**config.mk**
```make
export PLATFORM = sky130hd
export DESIGN_NAME = mdio_link_poller
export DESIGN_NICKNAME = d
export VERILOG_FILES = /design/src/rtl/mdio_link_poller.sv
export SDC_FILE = /design/constraint.sdc
export NUM_CORES = 1
export LEC_CHECK = 0
export BUFFER_PORTS_ARGS = -buffer_cell sky130_fd_sc_hd__buf_2
export CELL_PAD_IN_SITES_DETAIL_PLACEMENT = 2
export CELL_PAD_IN_SITES_GLOBAL_PLACEMENT = 2
export CORE_MARGIN = 10
export CORE_UTILIZATION = 24
export CTS_BUF_LIST = sky130_fd_sc_hd__clkbuf_8 sky130_fd_sc_hd__clkbuf_16
export DETAILED_ROUTE_END_ITERATION = 16
export PLACE_DENSITY = 0.75
export SYNTH_ARGS = -nofsm -noshare
export SYNTH_HDL_FRONTEND = slang
export SYNTH_SLANG_ARGS = --single-unit
```
**constraint.sdc**
```tcl
create_clock -name clk -period 2 [get_ports clk]
set_input_delay 0.3 -clock clk [delete_from_list [all_inputs] [get_ports clk]]
set_output_delay 0.3 -clock clk [all_outputs]
set_load 0.05 [all_outputs]
```
**src/rtl/mdio_link_poller.sv**
```systemverilog
`default_nettype none
// ============================================================================
// Module   : mdio_link_poller
// Purpose  : Periodically reads PHY register 1 (basic status) through the
//            axi_eth MDIO command registers and publishes link state.
//            Each poll: write MDIO_ADDR, write MDIO_CTRL (start), poll
//            MDIO_CTRL until not busy, read MDIO_RD, update status.
// Ports    : clk/rst           - clock, synchronous active-high reset
//            enable            - run periodic polling
//            do_axi_write/addr/data, write_done - write command channel
//            do_axi_read/addr, axi_read_data, read_done - read command channel
//            phy_status, link_up, autoneg_done - last PHY status snapshot
//            status_valid, link_change         - one-cycle update pulses
//            err_timeout       - sticky MDIO busy-poll timeout
//            busy              - a poll sequence is in progress
// Revision : 1.0 - initial release
// ============================================================================
module mdio_link_poller #(
    parameter int         P_AXI_ADDR_WIDTH = 13,
    parameter int         P_AXI_DATA_WIDTH = 32,
    parameter logic [4:0] P_PHY_ADDR       = 5'd0,
    parameter int         P_POLL_INTERVAL  = 100000,
    parameter int         P_BUSY_TIMEOUT   = 4096
) (
    input  logic                        clk,
    input  logic                        rst,
    input  logic                        enable,
    output logic                        do_axi_write,
    output logic [P_AXI_ADDR_WIDTH-1:0] axi_write_addr,
    output logic [P_AXI_DATA_WIDTH-1:0] axi_write_data,
    input  logic                        write_done,
    output logic                        do_axi_read,
    output logic [P_AXI_ADDR_WIDTH-1:0] axi_read_addr,
    input  logic [P_AXI_DATA_WIDTH-1:0] axi_read_data,
    input  logic                        read_done,
    output logic [15:0]                 phy_status,
    output logic                        link_up,
    output logic                        autoneg_done,
    output logic                        status_valid,
    output logic                        link_change,
    output logic                        err_timeout,
    output logic                        busy
);

    // ------------------------------------------------------------------
    // Register map and command words
    // ------------------------------------------------------------------
    localparam logic [P_AXI_ADDR_WIDTH-1:0] c_MDIO_ADDR = P_AXI_ADDR_WIDTH'(16'h07E4);
    localparam logic [P_AXI_ADDR_WIDTH-1:0] c_MDIO_RD   = P_AXI_ADDR_WIDTH'(16'h07EC);
    localparam logic [P_AXI_ADDR_WIDTH-1:0] c_MDIO_CTRL = P_AXI_ADDR_WIDTH'(16'h07F0);

    // Read opcode flag, PHY address, register 1 (basic status)
    localparam logic [P_AXI_DATA_WIDTH-1:0] c_ADDR_WORD = P_AXI_DATA_WIDTH'({1'b1, P_PHY_ADDR, 5'd1});
    // MDIO enable + start
    localparam logic [P_AXI_DATA_WIDTH-1:0] c_CTRL_WORD = P_AXI_DATA_WIDTH'(4'h9);

    localparam int                  c_BUSY_CW    = $clog2(P_BUSY_TIMEOUT + 1);
    localparam logic [c_BUSY_CW-1:0] c_BUSY_LIMIT = c_BUSY_CW'(P_BUSY_TIMEOUT);
    localparam int                  c_INT_CW     = $clog2(P_POLL_INTERVAL + 1);
    localparam logic [c_INT_CW-1:0]  c_INT_LAST   = c_INT_CW'(P_POLL_INTERVAL - 1);

    typedef enum logic [3:0] {
        IDLE      = 4'd0,
        WR_ADDR   = 4'd1,
        W_WR_ADDR = 4'd2,
        WR_CTRL   = 4'd3,
        W_WR_CTRL = 4'd4,
        RD_CTRL   = 4'd5,
        W_RD_CTRL = 4'd6,
        RD_DATA   = 4'd7,
        W_RD_DATA = 4'd8,
        UPDATE    = 4'd9,
        INTERVAL  = 4'd10
    } state_t;

    state_t                      r_state;
    state_t                      w_state_next;
    logic [c_BUSY_CW-1:0]        r_busy_cnt;
    logic [c_INT_CW-1:0]         r_int_cnt;
    logic                        w_busy_tmo;
    logic                        w_int_last;
    logic                        w_capture;

    logic [P_AXI_ADDR_WIDTH-1:0] r_wr_addr;
    logic [P_AXI_DATA_WIDTH-1:0] r_wr_data;
    logic [P_AXI_ADDR_WIDTH-1:0] r_rd_addr;
    logic [15:0]                 r_phy_status;
    logic                        r_link_up;
    logic                        r_autoneg_done;
    logic                        r_status_valid;
    logic                        r_link_change;
    logic                        r_err_timeout;

    // The busy-poll window covers both the CTRL request and its wait state.
    assign w_busy_tmo = ((r_state == RD_CTRL) || (r_state == W_RD_CTRL)) &&
                        (r_busy_cnt == c_BUSY_LIMIT);
    assign w_int_last = (r_int_cnt == c_INT_LAST);

    // ------------------------------------------------------------------
    // State register
    // ------------------------------------------------------------------
    always_ff @(posedge clk) begin
        if (rst) begin
            r_state <= IDLE;
        end else begin
            r_state <= w_state_next;
        end
    end

    // ------------------------------------------------------------------
    // Next state and request outputs
    // ------------------------------------------------------------------
    always_comb begin
        w_state_next = r_state;
        w_capture    = 1'b0;
        do_axi_write = 1'b0;
        do_axi_read  = 1'b0;
        busy         = 1'b1;
        case (r_state)
            IDLE: begin
                busy = 1'b0;
                if (enable) begin
                    w_state_next = WR_ADDR;
                end
            end
            WR_ADDR: begin
                do_axi_write = 1'b1;
                w_state_next = W_WR_ADDR;
            end
            W_WR_ADDR: begin
                if (write_done) begin
                    w_state_next = WR_CTRL;
                end
            end
            WR_CTRL: begin
                do_axi_write = 1'b1;
                w_state_next = W_WR_CTRL;
            end
            W_WR_CTRL: begin
                if (write_done) begin
                    w_state_next = RD_CTRL;
                end
            end
            RD_CTRL: begin
                // No new read is launched once the busy budget is spent.
                if (w_busy_tmo) begin
                    w_state_next = INTERVAL;
                end else begin
                    do_axi_read  = 1'b1;
                    w_state_next = W_RD_CTRL;
                end
            end
            W_RD_CTRL: begin
                if (w_busy_tmo) begin
                    w_state_next = INTERVAL;
                end else if (read_done) begin
                    w_state_next = axi_read_data[0] ? RD_CTRL : RD_DATA;
                end
            end
            RD_DATA: begin
                do_axi_read  = 1'b1;
                w_state_next = W_RD_DATA;
            end
            W_RD_DATA: begin
                if (read_done) begin
                    w_capture    = 1'b1;
                    w_state_next = UPDATE;
                end
            end
            UPDATE: begin
                w_state_next = INTERVAL;
            end
            INTERVAL: begin
                busy = 1'b0;
                if (w_int_last) begin
                    w_state_next = enable ? WR_ADDR : IDLE;
                end
            end
            default: begin
                w_state_next = IDLE;
            end
        endcase
    end

    // ------------------------------------------------------------------
    // Counters
    // ------------------------------------------------------------------
    always_ff @(posedge clk) begin
        if (rst) begin
            r_busy_cnt <= '0;
            r_int_cnt  <= '0;
        end else begin
            // Held at zero while the start command completes so the first
            // RD_CTRL cycle counts as zero.
            if (r_state == W_WR_CTRL) begin
                r_busy_cnt <= '0;
            end else if ((r_state == RD_CTRL) || (r_state == W_RD_CTRL)) begin
                r_busy_cnt <= r_busy_cnt + c_BUSY_CW'(1);
            end

            if ((r_state == INTERVAL) && !w_int_last) begin
                r_int_cnt <= r_int_cnt + c_INT_CW'(1);
            end else begin
                r_int_cnt <= '0;
            end
        end
    end

    // ------------------------------------------------------------------
    // Command address/data: loaded on entry to a request state and held
    // through the following wait state.
    // ------------------------------------------------------------------
    always_ff @(posedge clk) begin
        if (rst) begin
            r_wr_addr <= '0;
            r_wr_data <= '0;
            r_rd_addr <= '0;
        end else begin
            case (w_state_next)
                WR_ADDR: begin
                    r_wr_addr <= c_MDIO_ADDR;
                    r_wr_data <= c_ADDR_WORD;
                end
                WR_CTRL: begin
                    r_wr_addr <= c_MDIO_CTRL;
                    r_wr_data <= c_CTRL_WORD;
                end
                RD_CTRL: r_rd_addr <= c_MDIO_CTRL;
                RD_DATA: r_rd_addr <= c_MDIO_RD;
                default: ;
            endcase
        end
    end

    // ------------------------------------------------------------------
    // Status capture: everything lands together so UPDATE sees the new
    // snapshot, its pulse and the link edge in the same cycle.
    // ------------------------------------------------------------------
    always_ff @(posedge clk) begin
        if (rst) begin
            r_phy_status   <= '0;
            r_link_up      <= 1'b0;
            r_autoneg_done <= 1'b0;
            r_status_valid <= 1'b0;
            r_link_change  <= 1'b0;
            r_err_timeout  <= 1'b0;
        end else begin
            r_status_valid <= w_capture;
            r_link_change  <= w_capture && (axi_read_data[2] != r_link_up);
            if (w_capture) begin
                r_phy_status   <= axi_read_data[15:0];
                r_link_up      <= axi_read_data[2];
                r_autoneg_done <= axi_read_data[5];
            end
            if (w_busy_tmo) begin
                r_err_timeout <= 1'b1;
            end
        end
    end

    generate
        if (P_AXI_DATA_WIDTH > 16) begin : g_unused_hi
            logic w_unused_hi;
            assign w_unused_hi = ^axi_read_data[P_AXI_DATA_WIDTH-1:16];
        end
    endgenerate

    assign axi_write_addr = r_wr_addr;
    assign axi_write_data = r_wr_data;
    assign axi_read_addr  = r_rd_addr;
    assign phy_status     = r_phy_status;
    assign link_up        = r_link_up;
    assign autoneg_done   = r_autoneg_done;
    assign status_valid   = r_status_valid;
    assign link_change    = r_link_change;
    assign err_timeout    = r_err_timeout;

endmodule
`default_nettype wire

```
==> impl_summary.log <==
INFO  metric worstHoldPathType = in2reg
INFO  metric global_route_total_overflow = 0
INFO  metric number_of_unique_standard_cell_types_used_by_synthesis = 46
INFO  metric drv.max_cap_violation_count = 0
INFO  metric vdd_ir_drop_max = 342 uV
INFO  metric fmax = 491 MHz
INFO  metric synthesis.area = 3020 um2
INFO  metric yosys-top-cells-area = sky130_fd_sc_hd__dfxtp_1 39%, sky130_fd_sc_hd__buf_4 13%, sky130_fd_sc_hd__nand2_1 6.5%, sky130_fd_sc_hd__a21oi_1 5.0%, sky130_fd_sc_hd__nor2_1 4.6%
INFO  metric io_pins = 119
INFO  metric worst_hold_path.endpoint = phy_status[7]
INFO  metric core_area = 12200 um2
INFO  metric combinational_family_with_the_most_area_after_synthesis = simple AND/OR/NAND/NOR gates
INFO  metric violations = negative setup slack
INFO  metric clock-skew-final = 0.00745 ns
INFO  metric cts.reportedPaths.clkPinSlew = 0.05 ns
INFO  metric rsz0062_at_grt = true
INFO  metric synth_area_leader_cell = sky130_fd_sc_hd__dfxtp_1
INFO  metric power.total = 0.00351 W
INFO  metric final_layout_size_suffix_gt1_frac = 0.298
INFO  metric synth_top_cell_area_share = 0.391
INFO  metric postSynthCellCount = 369
INFO  metric postSynthRegisterBits = 59
INFO  metric holdWs = 0.204 ns
INFO  metric yosys-top-cells-count = 59 x sky130_fd_sc_hd__dfxtp_1, 54 x sky130_fd_sc_hd__buf_4, 52 x sky130_fd_sc_hd__nand2_1
INFO  metric grt_pass1_wl = 15700 um
INFO  metric antenna_cells_inserted = 0
INFO  metric timing.final.crit_share = 1.02
INFO  metric share_of_the_synthesized_area_in_compound_gates_ao_oa_aoi_oai = 0.103
INFO  metric yosys.area_share.xor_xnor = 0.0783
INFO  metric setup.worst_path.end_class = register
INFO  metric place_congestion = 0.764
INFO  metric drt.antenna.violating_nets = 0
INFO  metric reg2regPathDepth = 6
INFO  metric criticalPathCategory = reg2reg
INFO  metric place.port_buffers = 64
INFO  metric cts_tree = built
INFO  metric finalCriticalPeriod = 2.03 ns
INFO  metric cp_max_fo = 2
INFO  metric detailroute.via_count = 2664
INFO  metric worst_margin_slew = 0.504 ns
INFO  metric cts_max_path_buffers = 2
INFO  metric detailedRoute.firstIterationViolations = 76
INFO  metric numClockSinks = 59
INFO  metric layout-area-overhead-vs-synth = 26.8%
INFO  metric ctsHtreeMaxLevel = 3
INFO  metric placement_rows = 40
INFO  metric outcome = finished, violations left
INFO  metric worstReg2RegEnd = axi_read_addr[4]
INFO  metric crit_path_start_kind = register
INFO  metric timing.reg2reg.setup_slack = -0.03 ns
INFO  metric wirelength = 9610 um
INFO  metric layout.filler_cells = 1420
INFO  metric synth-async-reset-ratio = 0
INFO  metric worstReg2RegStart = r_int_cnt[13]
INFO  metric die-height = 132 um
INFO  metric finalSetupViolations = 3
INFO  metric seq_area_frac_synth = 0.391
INFO  metric die_width = 132 um
INFO  metric worst-endpoint-required = 2.23 ns
INFO  metric synth.most_common_cell = sky130_fd_sc_hd__dfxtp_1
INFO  metric cellPowerDensity = 915 nW/um2
INFO  metric yosys_warnings = 0
INFO  metric hpwl = 7070 um
INFO  metric layout.core_utilization = 0.315
INFO  metric die-area = 17500 um2
INFO  metric drcViolationCount = 0
INFO  metric cp_data_arrival_time = 2.26 ns
INFO  metric synth_enable_flop_cells = 0
INFO  metric grt.total_usage = 0.111
INFO  metric detail_route.first_pass.iterations = 4
INFO  metric finalNetCount = 485
INFO  metric clock_tree.root_cell = sky130_fd_sc_hd__clkbuf_16
INFO  metric route.detailed.wl_per_inst = 15.6 um
INFO  metric post_synth_and_or_nand_nor_area_fraction = 0.242
INFO  metric postLayoutSetupSlackWorst = -0.0349 ns
INFO  metric numCtsBuffers = 9
INFO  metric grt_max_degree = 28
INFO  metric synth-adder-area-share = 0.0157
INFO  metric worstHoldPathCells = 3
INFO  metric ctsHoldBuffers = 0
INFO  metric via_count_normalized_by_instance_count = 4.32
INFO  metric power.static_leakage = 1.67 nW
INFO  metric grt_pass1_vias = 2991
INFO  metric maxSlewHeadroom = 0.663
INFO  metric final_hold_violations = 0
INFO  metric worst_hold_startpoint = axi_read_data[7]
INFO  metric timing_max_transition_violations_final = 0
INFO  metric clkLatencyLatePin = 0.34 ns
INFO  metric number_of_antenna_violations_at_the_first_check_in_global_routing = 0
INFO  metric initial_core_utilization = 0.248
INFO  metric synth.area.mux_share = 0
INFO  metric synthFlopType = sky130_fd_sc_hd__dfxtp_1
INFO  metric syn_area_cell = 8.19 um2
## layout by cell type (no fill, tap or decap), types with 2 or more instances in the layout
cell type                    n
sky130_fd_sc_hd__nor2_1     37
sky130_fd_sc_hd__a21oi_1    29
sky130_fd_sc_hd__o22a_1      2
sky130_fd_sc_hd__clkbuf_8    3
sky130_fd_sc_hd__clkinv_2    2
sky130_fd_sc_hd__nand2_1    51
sky130_fd_sc_hd__nor2b_1     5
sky130_fd_sc_hd__nor3_1      3
sky130_fd_sc_hd__inv_1      12
sky130_fd_sc_hd__nand4_1     7
sky130_fd_sc_hd__nand3_1    10
sky130_fd_sc_hd__and2_1      3
sky130_fd_sc_hd__xnor2_1    13
sky130_fd_sc_hd__buf_4      35
sky130_fd_sc_hd__dfxtp_2     7
sky130_fd_sc_hd__o21ai_0     6
sky130_fd_sc_hd__xor2_1     14
sky130_fd_sc_hd__or3_1       3
sky130_fd_sc_hd__and4_1      3
sky130_fd_sc_hd__a21boi_0    2
sky130_fd_sc_hd__conb_1     38
sky130_fd_sc_hd__buf_2      62
sky130_fd_sc_hd__clkbuf_16   9
sky130_fd_sc_hd__and3_1      8
sky130_fd_sc_hd__nand4bb_1   2
sky130_fd_sc_hd__ha_1        2
sky130_fd_sc_hd__dfxtp_1    52
## metrics by stage
| step | TNS [ns] | std cells | setup WS, ns | area (um2) |
|---|---|---|---|---|
| 3_5_place_dp | 0 | 598 | 0.00552 | 3460 |
| 4_1_cts | -0.0199 | 615 | -0.0199 | 3810 |
| 2_1_floorplan | 0 | 406 | 0.0530 | 3160 |
| 6_report | -0.0838 | 617 | -0.0349 | 3830 |
| 5_1_grt | -0.647 | 617 | -0.130 | 3830 |
| 3_3_place_gp | 0 | 598 | 0.0476 | 3460 |
## logic make-up (layout without fill, tap and decap cells)
group / count (synthesis) / after routing
DFF: 59 / 59
xor gates and xnor gates: 27 / 27
adders and majority gates: 4 / 4
AOI/OAI and AO/OA: 50 / 50
and+or+nand+nor: 147 / 147
buffers and inverters: 81 / 124
other: 1 / 38
## area by class of cell
cell class,count,area (um2),share of cell area
timing repair buffer,98,584,0.152
multi-input combinational,266,1530,0.398
sequential,59,1190,0.310
clock inverter,3,13.8,0.00359
tap,168,210,0.0548
clock buffer,12,267,0.0695
inverter,11,41.3,0.0108
## report_power, final
part	internal, W	leakage [nW]	total [W]	switching (W)
combinational	0.000193	1.04	0.000800	0.000607
clock	0.000922	0.146	0.00146	0.000536
sequential	0.00121	0.479	0.00125	0.0000441
## worst max-delay path by stage
stage	startpoint	endpoint	cells after the start
global route	r_int_cnt[13]	axi_write_addr[4]	6
finish	r_int_cnt[13]	axi_read_addr[4]	6
global placement	r_int_cnt[13]	axi_read_addr[4]	6
detailed placement	r_int_cnt[13]	axi_read_addr[4]	6
floorplan	r_int_cnt[13]	axi_write_addr[4]	5
CTS	r_int_cnt[13]	axi_read_addr[4]	6
## layer usage
metal  GRT usage  vias to the layer above  wire length [um]  share of wire
li1            -                     1283                 -              -
met1       0.124                     1286              4170           0.43
met2       0.181                       83              4570           0.48
met3      0.0412                       12               660          0.069
met4      0.0605                        0               214          0.022
met5           0                        -                 0              0
## flip-flops by register name, summed over array words and instances (netlist names), 3 cells and up
register,cells
r_int_cnt,17
phy_status,16
r_busy_cnt,13
r_state,4
axi_read_addr,3
axi_write_addr,3
## critical path, cell delays in order, from the launching register on
cell and delay (ns):
sky130_fd_sc_hd__dfxtp_2 0.31, sky130_fd_sc_hd__or4b_4 0.54, sky130_fd_sc_hd__nor4_4 0.28, sky130_fd_sc_hd__o2111ai_2 0.16
sky130_fd_sc_hd__buf_4 0.18, sky130_fd_sc_hd__a211o_1 0.29, sky130_fd_sc_hd__and3_1 0.17
## what timing repair did
item	CTS	global route
pin swaps	1	5
resized for setup	17	3
setup endpoints to repair	3	6
buffers inserted	2	2
Note: power is estimated with default switching activity, not from simulation.
